`src/rtl/memory_arbiter_pkg.sv`:
```
// memory_arbiter_pkg: shared FSM state type and requester indices for memory_arbiter.
package memory_arbiter_pkg;
  typedef enum logic {ST_IDLE, ST_CLEAR} state_t;
  localparam logic REQ0 = 1'b0;
  localparam logic REQ1 = 1'b1;
endpackage

```
`src/rtl/memory_arbiter_rr.sv`:
```
// memory_arbiter_rr: two-input arbitration core, pointer names the requester preferred on conflict.
module memory_arbiter_rr
  import memory_arbiter_pkg::*;
(
  input  logic       en,
  input  logic [1:0] req,
  input  logic       ptr,
  output logic [1:0] gnt
);
  always_comb begin
    gnt[REQ0] = en && req[REQ0] && (!req[REQ1] || ptr == REQ0);
    gnt[REQ1] = en && req[REQ1] && (!req[REQ0] || ptr == REQ1);
  end
endmodule

```
`src/rtl/memory_arbiter.sv`:
```
// memory_arbiter: two-requester arbiter and clear sequencer in front of a single-port RAM.
// Define MEMORY_ARBITER_RR_EN for round-robin arbitration; fixed priority (requester 0) otherwise.
module memory_arbiter
  import memory_arbiter_pkg::*;
#(
  parameter int DATA_WIDTH = 8,
  parameter int ADDRESS_WIDTH = 10,
  parameter logic [DATA_WIDTH-1:0] CLEAR_VALUE = '0
) (
  input  logic                     clk,
  input  logic                     rst_n,
  input  logic                     req0,
  input  logic                     req1,
  input  logic                     we0,
  input  logic                     we1,
  input  logic [ADDRESS_WIDTH-1:0] addr0,
  input  logic [ADDRESS_WIDTH-1:0] addr1,
  input  logic [DATA_WIDTH-1:0]    wdata0,
  input  logic [DATA_WIDTH-1:0]    wdata1,
  output logic                     gnt0,
  output logic                     gnt1,
  output logic                     rvalid0,
  output logic                     rvalid1,
  output logic [DATA_WIDTH-1:0]    rdata,
  input  logic                     clr_start,
  output logic                     clr_busy,
  output logic [ADDRESS_WIDTH-1:0] mem_addr,
  output logic [DATA_WIDTH-1:0]    mem_data_in,
  output logic                     mem_write,
  input  logic [DATA_WIDTH-1:0]    mem_data_out
);
  state_t state;
  logic [ADDRESS_WIDTH-1:0] cnt, addr_q;
  logic [DATA_WIDTH-1:0] data_q;
  logic [1:0] gnt;
  logic ptr;
`ifdef MEMORY_ARBITER_RR_EN
  always_ff @(posedge clk or negedge rst_n)
    if (!rst_n) ptr <= REQ0;
    else ptr <= gnt[REQ0] ? REQ1 : gnt[REQ1] ? REQ0 : ptr;
`else
  assign ptr = REQ0;
`endif
  memory_arbiter_rr u_rr (
    .en (state == ST_IDLE && !clr_start),
    .req({req1, req0}),
    .ptr(ptr),
    .gnt(gnt)
  );
  assign gnt0 = gnt[REQ0];
  assign gnt1 = gnt[REQ1];
  assign clr_busy = state == ST_CLEAR;
  assign rdata = mem_data_out;
  assign mem_write = clr_busy || (gnt0 && we0) || (gnt1 && we1);
  // Idle cycles replay the last driven address/data so the RAM bus stays quiet.
  assign mem_addr = clr_busy ? cnt : gnt0 ? addr0 : gnt1 ? addr1 : addr_q;
  assign mem_data_in = clr_busy ? CLEAR_VALUE : gnt0 ? wdata0 : gnt1 ? wdata1 : data_q;
  always_ff @(posedge clk or negedge rst_n) begin
    if (!rst_n) begin
      state   <= ST_IDLE;
      cnt     <= '0;
      addr_q  <= '0;
      data_q  <= '0;
      rvalid0 <= 1'b0;
      rvalid1 <= 1'b0;
    end else begin
      addr_q  <= mem_addr;
      data_q  <= mem_data_in;
      rvalid0 <= gnt0 && !we0;
      rvalid1 <= gnt1 && !we1;
      if (state == ST_IDLE) begin
        cnt <= '0;
        if (clr_start) state <= ST_CLEAR;
      end else begin
        cnt <= cnt + 1'b1;
        if (&cnt) state <= ST_IDLE;
      end
    end
  end
endmodule

```
`config.mk`:
```
export PLATFORM = sky130hd
export DESIGN_NAME = memory_arbiter
export DESIGN_NICKNAME = d
export VERILOG_FILES = /design/src/rtl/memory_arbiter_pkg.sv /design/src/rtl/memory_arbiter_rr.sv /design/src/rtl/memory_arbiter.sv
export SDC_FILE = /design/constraint.sdc
export NUM_CORES = 1
export LEC_CHECK = 0
export CAP_MARGIN = 20
export CORE_UTILIZATION = 40
export CTS_CLUSTER_DIAMETER = 150
export DETAILED_ROUTE_END_ITERATION = 8
export PLACE_DENSITY = 0.81
export SYNTH_ARGS = -nofsm -noshare
export SYNTH_HDL_FRONTEND = slang
export SYNTH_SLANG_ARGS = --single-unit
```
`constraint.sdc`:
```
create_clock -name clk -period 1.8 [get_ports clk]
set_clock_uncertainty 0.15 [all_clocks]
set_input_delay 0.18 -clock clk [delete_from_list [all_inputs] [get_ports clk]]
set_output_delay 0.18 -clock clk [all_outputs]
set_load 0.03 [all_outputs]
```
### Word-level counts from Yosys, hierarchy flattened

Cells that the tools add are included.

* mux-type cells: 10
* bitwise logic cells: 1
* reductions and logical operators: 15
* add/subtract/negate cells: 1

Operators with widths (count)
* 10-bit two-way mux: 4
* 8-bit two-way mux: 3
* 10-bit by 1-bit adder with 10-bit output, second input constant: 1
* 10-bit AND reduction: 1
* 1-bit logical AND: 8
* 1-bit logical NOT: 4
* 1-bit two-way mux: 3
* 1-bit logical OR: 2
* 1-bit inverter: 1

* flip-flop bits (word level): 31
* logic and storage cells: 33

### Logic depth before layout (Yosys ltp)

* depth after elaboration: 7
* depth in mapped cells: 5
* mapped depth without buffers: 4

### Cells and area by module

A second synthesis with hierarchy kept.

* cell total of the unflattened synthesis: 157
* area, all modules: 1632.8 um2

Modules (own cells, without submodules)
* memory_arbiter: seq. area each 775.7 um2, times used 1, area each 1611.5 um2, cells an instance 152
* memory_arbiter_rr: seq. area each 0.0 um2, times used 1, area each 21.3 um2, cells an instance 5

### Worst setup path after synthesis

OpenSTA, ideal clock, no wires.

* kind: register -> register
* start: reg state, in the netlist clr_busy
* end: reg data_q[5]
* buffers on the path: 1
* clock period less this slack: 2.294 ns
* path slack: -0.494 ns
* cell stages (with the launch flop): 6
* arrival time: 1.959 ns
* cells stage by stage: dfrtp_1 or4b_1 buf_6 clkinv_4 nand2_1 a311oi_2

* cells in the longest elaborated chain, start to end: 7

Ends and longest elaborated chain
* start, declared: line memory_arbiter.sv:32 `state_t state;`
* start signal, assigned: line memory_arbiter.sv:60 `state <= ST_IDLE;`
* start signal, assigned: line memory_arbiter.sv:73 `if (clr_start) state <= ST_CLEAR;`
* start signal, assigned: line memory_arbiter.sv:76 `if (&cnt) state <= ST_IDLE;`
* 1-bit inverter
* 1-bit logical AND: line memory_arbiter.sv:45 `.en (state == ST_IDLE && !clr_start),`
* 1-bit logical AND (2 in series): line memory_arbiter_rr.sv:12 `gnt[REQ1] = en && req[REQ1] && (!req[REQ0] || ptr == REQ1);`
* named net gnt1: line memory_arbiter.sv:21 `output logic gnt1,`
* 8-bit two-way mux (3 in series): line memory_arbiter.sv:57 `assign mem_data_in = clr_busy ? CLEAR_VALUE : gnt0 ? wdata0 : gnt1 ? wdata1 : data_q;`
* named net mem_data_in[5]: line memory_arbiter.sv:28 `output logic [DATA_WIDTH-1:0] mem_data_in,`
* end signal, assigned: line memory_arbiter.sv:68 `data_q <= mem_data_in;`
* end, declared: line memory_arbiter.sv:34 `logic [DATA_WIDTH-1:0] data_q;`

The timed path passes the listed nets, and every way through them passes these cells.

### Final worst setup path

* start: reg state, in the netlist clr_busy
* end: out mem_data_in[5]

* cells in the longest elaborated chain, start to end: 7

Ends and longest elaborated chain (line)
* 1-bit inverter
* 1-bit logical AND: memory_arbiter.sv:45
* 1-bit logical AND (2 in series): memory_arbiter_rr.sv:12
* 8-bit two-way mux (2 in series): memory_arbiter.sv:57
* 8-bit two-way mux *: memory_arbiter.sv:57
* end, declared: memory_arbiter.sv:28

Mark *: on every way between the ends. The rest lies on a longest branch, timed or not.

==> results.sh <==
export IMPL_core_sq_um=3770
export IMPL_tritoncts_num_buffers=5
export IMPL_final_min_period_over_clock_period_pct=127
export IMPL_critPathLaunch="clr_busy$_DFF_PN0_"
export IMPL_async_flop_share_pct=100
export IMPL_timing_critical_path_to_type="output port"
export IMPL_grt_setup_unrepaired="true"
export IMPL_synth_top_flop_cell="sky130_fd_sc_hd__dfrtp_1"
export IMPL_power_density_nw_per_um2=829
export IMPL_fill_cells=250
export IMPL_final_hold_violation_count=0
export IMPL_cts_htree_levels=2
export IMPL_synth_cell_type_count=32
export IMPL_grt_pass1_wl_um=7620
export IMPL_sequentialPowerShare_pct=40.4
export IMPL_fin_ws_ps=-489
export IMPL_fp_dieArea_sq_um=4300
export IMPL_grt_start_max_net_pins=32
export IMPL_place_ws_ps=-603
export IMPL_vdd_ir_drop_worst_mv=0.510
export IMPL_worst_hold_slack_ps=145
export IMPL_drtIter0Drc=59
export IMPL_fp_row_count=22
export IMPL_fin_setup_tns_ps=-9190
export IMPL_numClockSinks=31
export IMPL_timing_reg2reg_worst_path_depth=7
export IMPL_cp_data_required_time_ps=1470
export IMPL_drv_slew=0
export IMPL_worst_path_max_fanout=10
export IMPL_ios=83
export IMPL_number_of_detailed_route_iterations_in_the_first_pass=4
export IMPL_clk_insertion_delay_late_ps=280
export IMPL_grt_overflow=0
export IMPL_power_report_internal_total_mw=1.56
export IMPL_timing_critical_path_slowest_cell_delay_ps=470
export IMPL_nets=302
export IMPL_count_of_unresolved_drc_violations_after_routing=0
export IMPL_edff_count_synth=0
export IMPL_post_synth_most_frequent_cells="sky130_fd_sc_hd__dfrtp_1 (31), sky130_fd_sc_hd__nand2_1 (29), sky130_fd_sc_hd__nor2_1 (18)"
export IMPL_net_switching_power_mw=0.866
export IMPL_synthToLayoutAreaGrowth_pct=81.1
export IMPL_placed_cells_incl_taps=285
export IMPL_final_antenna_net_count=0
export IMPL_antennaDiodeCount=0
export IMPL_max_slew_margin_pct=73.9
export IMPL_post_cts_hold_buffer_count=0
export IMPL_effective_utilization_at_floorplan_pct=42.9
export IMPL_mappedNetlistNets=224
export IMPL_worst_endpoint_data_arrival_time_ps=1960
export IMPL_synthDominantAreaCellType="sky130_fd_sc_hd__dfrtp_1"
export IMPL_instances_no_fill=299
export IMPL_clock_power_share_pct=21.6
export IMPL_sequential_cell_area_sq_um=777
export IMPL_critPathLaunchType="flip-flop"
export IMPL_antenna_found_initial=0
export IMPL_timing_critical_path_slowest_stage_cell="sky130_fd_sc_hd__or3b_4"
export IMPL_fp_dieW_um=65.6
export IMPL_outcome="complete, but fails checks"
export IMPL_report_final_setup_viol=25
export IMPL_mappedNetlistArea_sq_um=1620
export IMPL_clock_root_buffer="sky130_fd_sc_hd__clkbuf_8"
export IMPL_buffer_ports_inserted=66
export IMPL_combined_area_of_the_multi_input_logic_cells_sq_um=1050
export IMPL_detailedPlacementHpwl_um=3210
export IMPL_max_cap_viol_count=0
export IMPL_setup_worst_path_class="reg2out"
export IMPL_drt_wl_total_um=4660
export IMPL_worstHoldPathType="in2async"
export IMPL_p_leak_nw=1.13
export IMPL_worstMarginPinSlew_ps=392
export IMPL_synth_seq_area_share_pct=48.0
export IMPL_post_synth_top_count_cell="sky130_fd_sc_hd__dfrtp_1"
export IMPL_path_cells="buf_4 -> or3b_4 -> clkbuf_16 -> a311oi_4 -> buf_6"
export IMPL_globalplace_congestion=0.829
export IMPL_violations="negative setup slack"
export IMPL_wire_per_inst_um=15.6
export IMPL_yosys_register_bits=31
export IMPL_clock_path_buffers=2
export IMPL_yosysWarnings=0
export IMPL_grt_util_all_layers_pct=23.9
export IMPL_cts_tree="done"
export IMPL_pnr_total_power_mw=2.43
export IMPL_switching_share_pct=35.7
export IMPL_syn_avg_cell_area_sq_um=9.41
export IMPL_vias_per_cell=5.49
export IMPL_timing_final_crit_period_ps=2290
export IMPL_clkSlewWorstSetupHoldPaths_ps=60
export IMPL_synth_top_cells_by_area="sky130_fd_sc_hd__dfrtp_1 (48%), sky130_fd_sc_hd__a311oi_2 (7.4%), sky130_fd_sc_hd__nand2_1 (6.7%)"
export IMPL_grt_pass1_vias=1738
export IMPL_die_height_um=65.6
export IMPL_power_combinational_fraction_pct=38.0
export IMPL_dr_total_vias=1641
export IMPL_post_route_cells_drive_above_1_share_pct=39.4
export IMPL_worst_r2r_startpoint="clr_busy$_DFF_PN0_"
export IMPL_netlist_instances=172
export IMPL_max_freq_mhz=437
export IMPL_synth_top_cell_area_share_pct=48.0
[timing repair]
| item | 4_1_cts | 5_1_grt |
|---|---|---|
| gates cloned | 0 | 2 |
| pin swaps | 0 | 2 |
| resized for setup | 35 | 16 |
| setup endpoints to repair | 37 | 24 |
| setup buffers | 2 | 2 |
[final timing paths]
path                                       end  slack, ps
max reg2reg                addr_q[4]$_DFF_PN0_       -190
min in group clk                      rdata[0]        210
min reg2reg                   cnt[0]$_DFF_PN0_        410
min                           cnt[6]$_DFF_PN0_        150
max                             mem_data_in[5]       -490
max in group asynchronous   clr_busy$_DFF_PN0_       1050
[placed cells by master (no fill, tap or decap), types with 5 or more instances in the layout]
cell type	synthesis	layout
sky130_fd_sc_hd__nor2_1	18	8
sky130_fd_sc_hd__clkdlybuf4s50_1	0	43
sky130_fd_sc_hd__nand3_1	5	5
sky130_fd_sc_hd__nor2_2	0	9
sky130_fd_sc_hd__buf_4	8	24
sky130_fd_sc_hd__a311oi_4	0	8
sky130_fd_sc_hd__clkbuf_8	0	5
sky130_fd_sc_hd__nand2_1	29	26
sky130_fd_sc_hd__a21oi_1	14	14
sky130_fd_sc_hd__buf_6	2	16
sky130_fd_sc_hd__dfrtp_1	31	30
sky130_fd_sc_hd__o22ai_4	0	6
sky130_fd_sc_hd__o31ai_4	0	6
[worst max-delay path, delay by kind of cell, from the launching register on]
family	cells	cell delay, ps
flip-flops	1	430
AND/OR/NAND/NOR	1	470
buffers and inverters	3	550
AO/OA/AOI/OAI	1	240
[per-layer routing]
metal | GRT usage (%) | up-vias | share of wire [%]
li1 | - | 762 | -
met1 | 27.6 | 793 | 39
met2 | 39.7 | 77 | 51
met3 | 8.68 | 9 | 8.5
met4 | 10.1 | 0 | 1.8
met5 | 0 | - | 0
[through the flow]
stage / area [sq um] / util [%]
3_3_place_gp: 2560 / 68.0
3_5_place_dp: 2560 / 68.0
6_report: 2930 / 77.7
5_1_grt: 2930 / 77.7
4_1_cts: 2790 / 74.1
2_1_floorplan: 1860 / -
[flip-flops by register name, summed over array words and instances (netlist names)]
signal and cells:
addr_q 10, cnt 10, data_q 8, clr_busy 1
rvalid0 1, rvalid1 1
[cells by family after synthesis]
family	Yosys count	share of synthesized area, %
buffers and inverters	23	8.82
adders and majority gates	1	0.773
DFF	31	48.0
and+or+nand+nor	65	18.0
AOI/OAI and AO/OA	49	22.8
xor gates and xnor gates	3	1.62
[power groups by stage]
stage / clock, mW / combinational (mW) / sequential, mW
6_report: 0.525 / 0.922 / 0.980
3_3_place_gp: 0 / 0.807 / 0.986
5_1_grt: 0.572 / 1.00 / 1.01
4_1_cts: 0.532 / 0.854 / 0.977
3_5_place_dp: 0 / 0.827 / 0.990
2_1_floorplan: 0 / 0.534 / 0.939
[final cells by class]
cell class | count | share of cell area [%]
Clock buffer | 7 | 2.61
Clock inverter | 1 | 0.171
Inverter | 4 | 1.20
Multi-Input combinational cell | 118 | 35.9
Sequential cell | 31 | 26.5
Tap cell | 48 | 2.05
Timing Repair Buffer | 90 | 31.6
(Power assumes the default switching activity.)
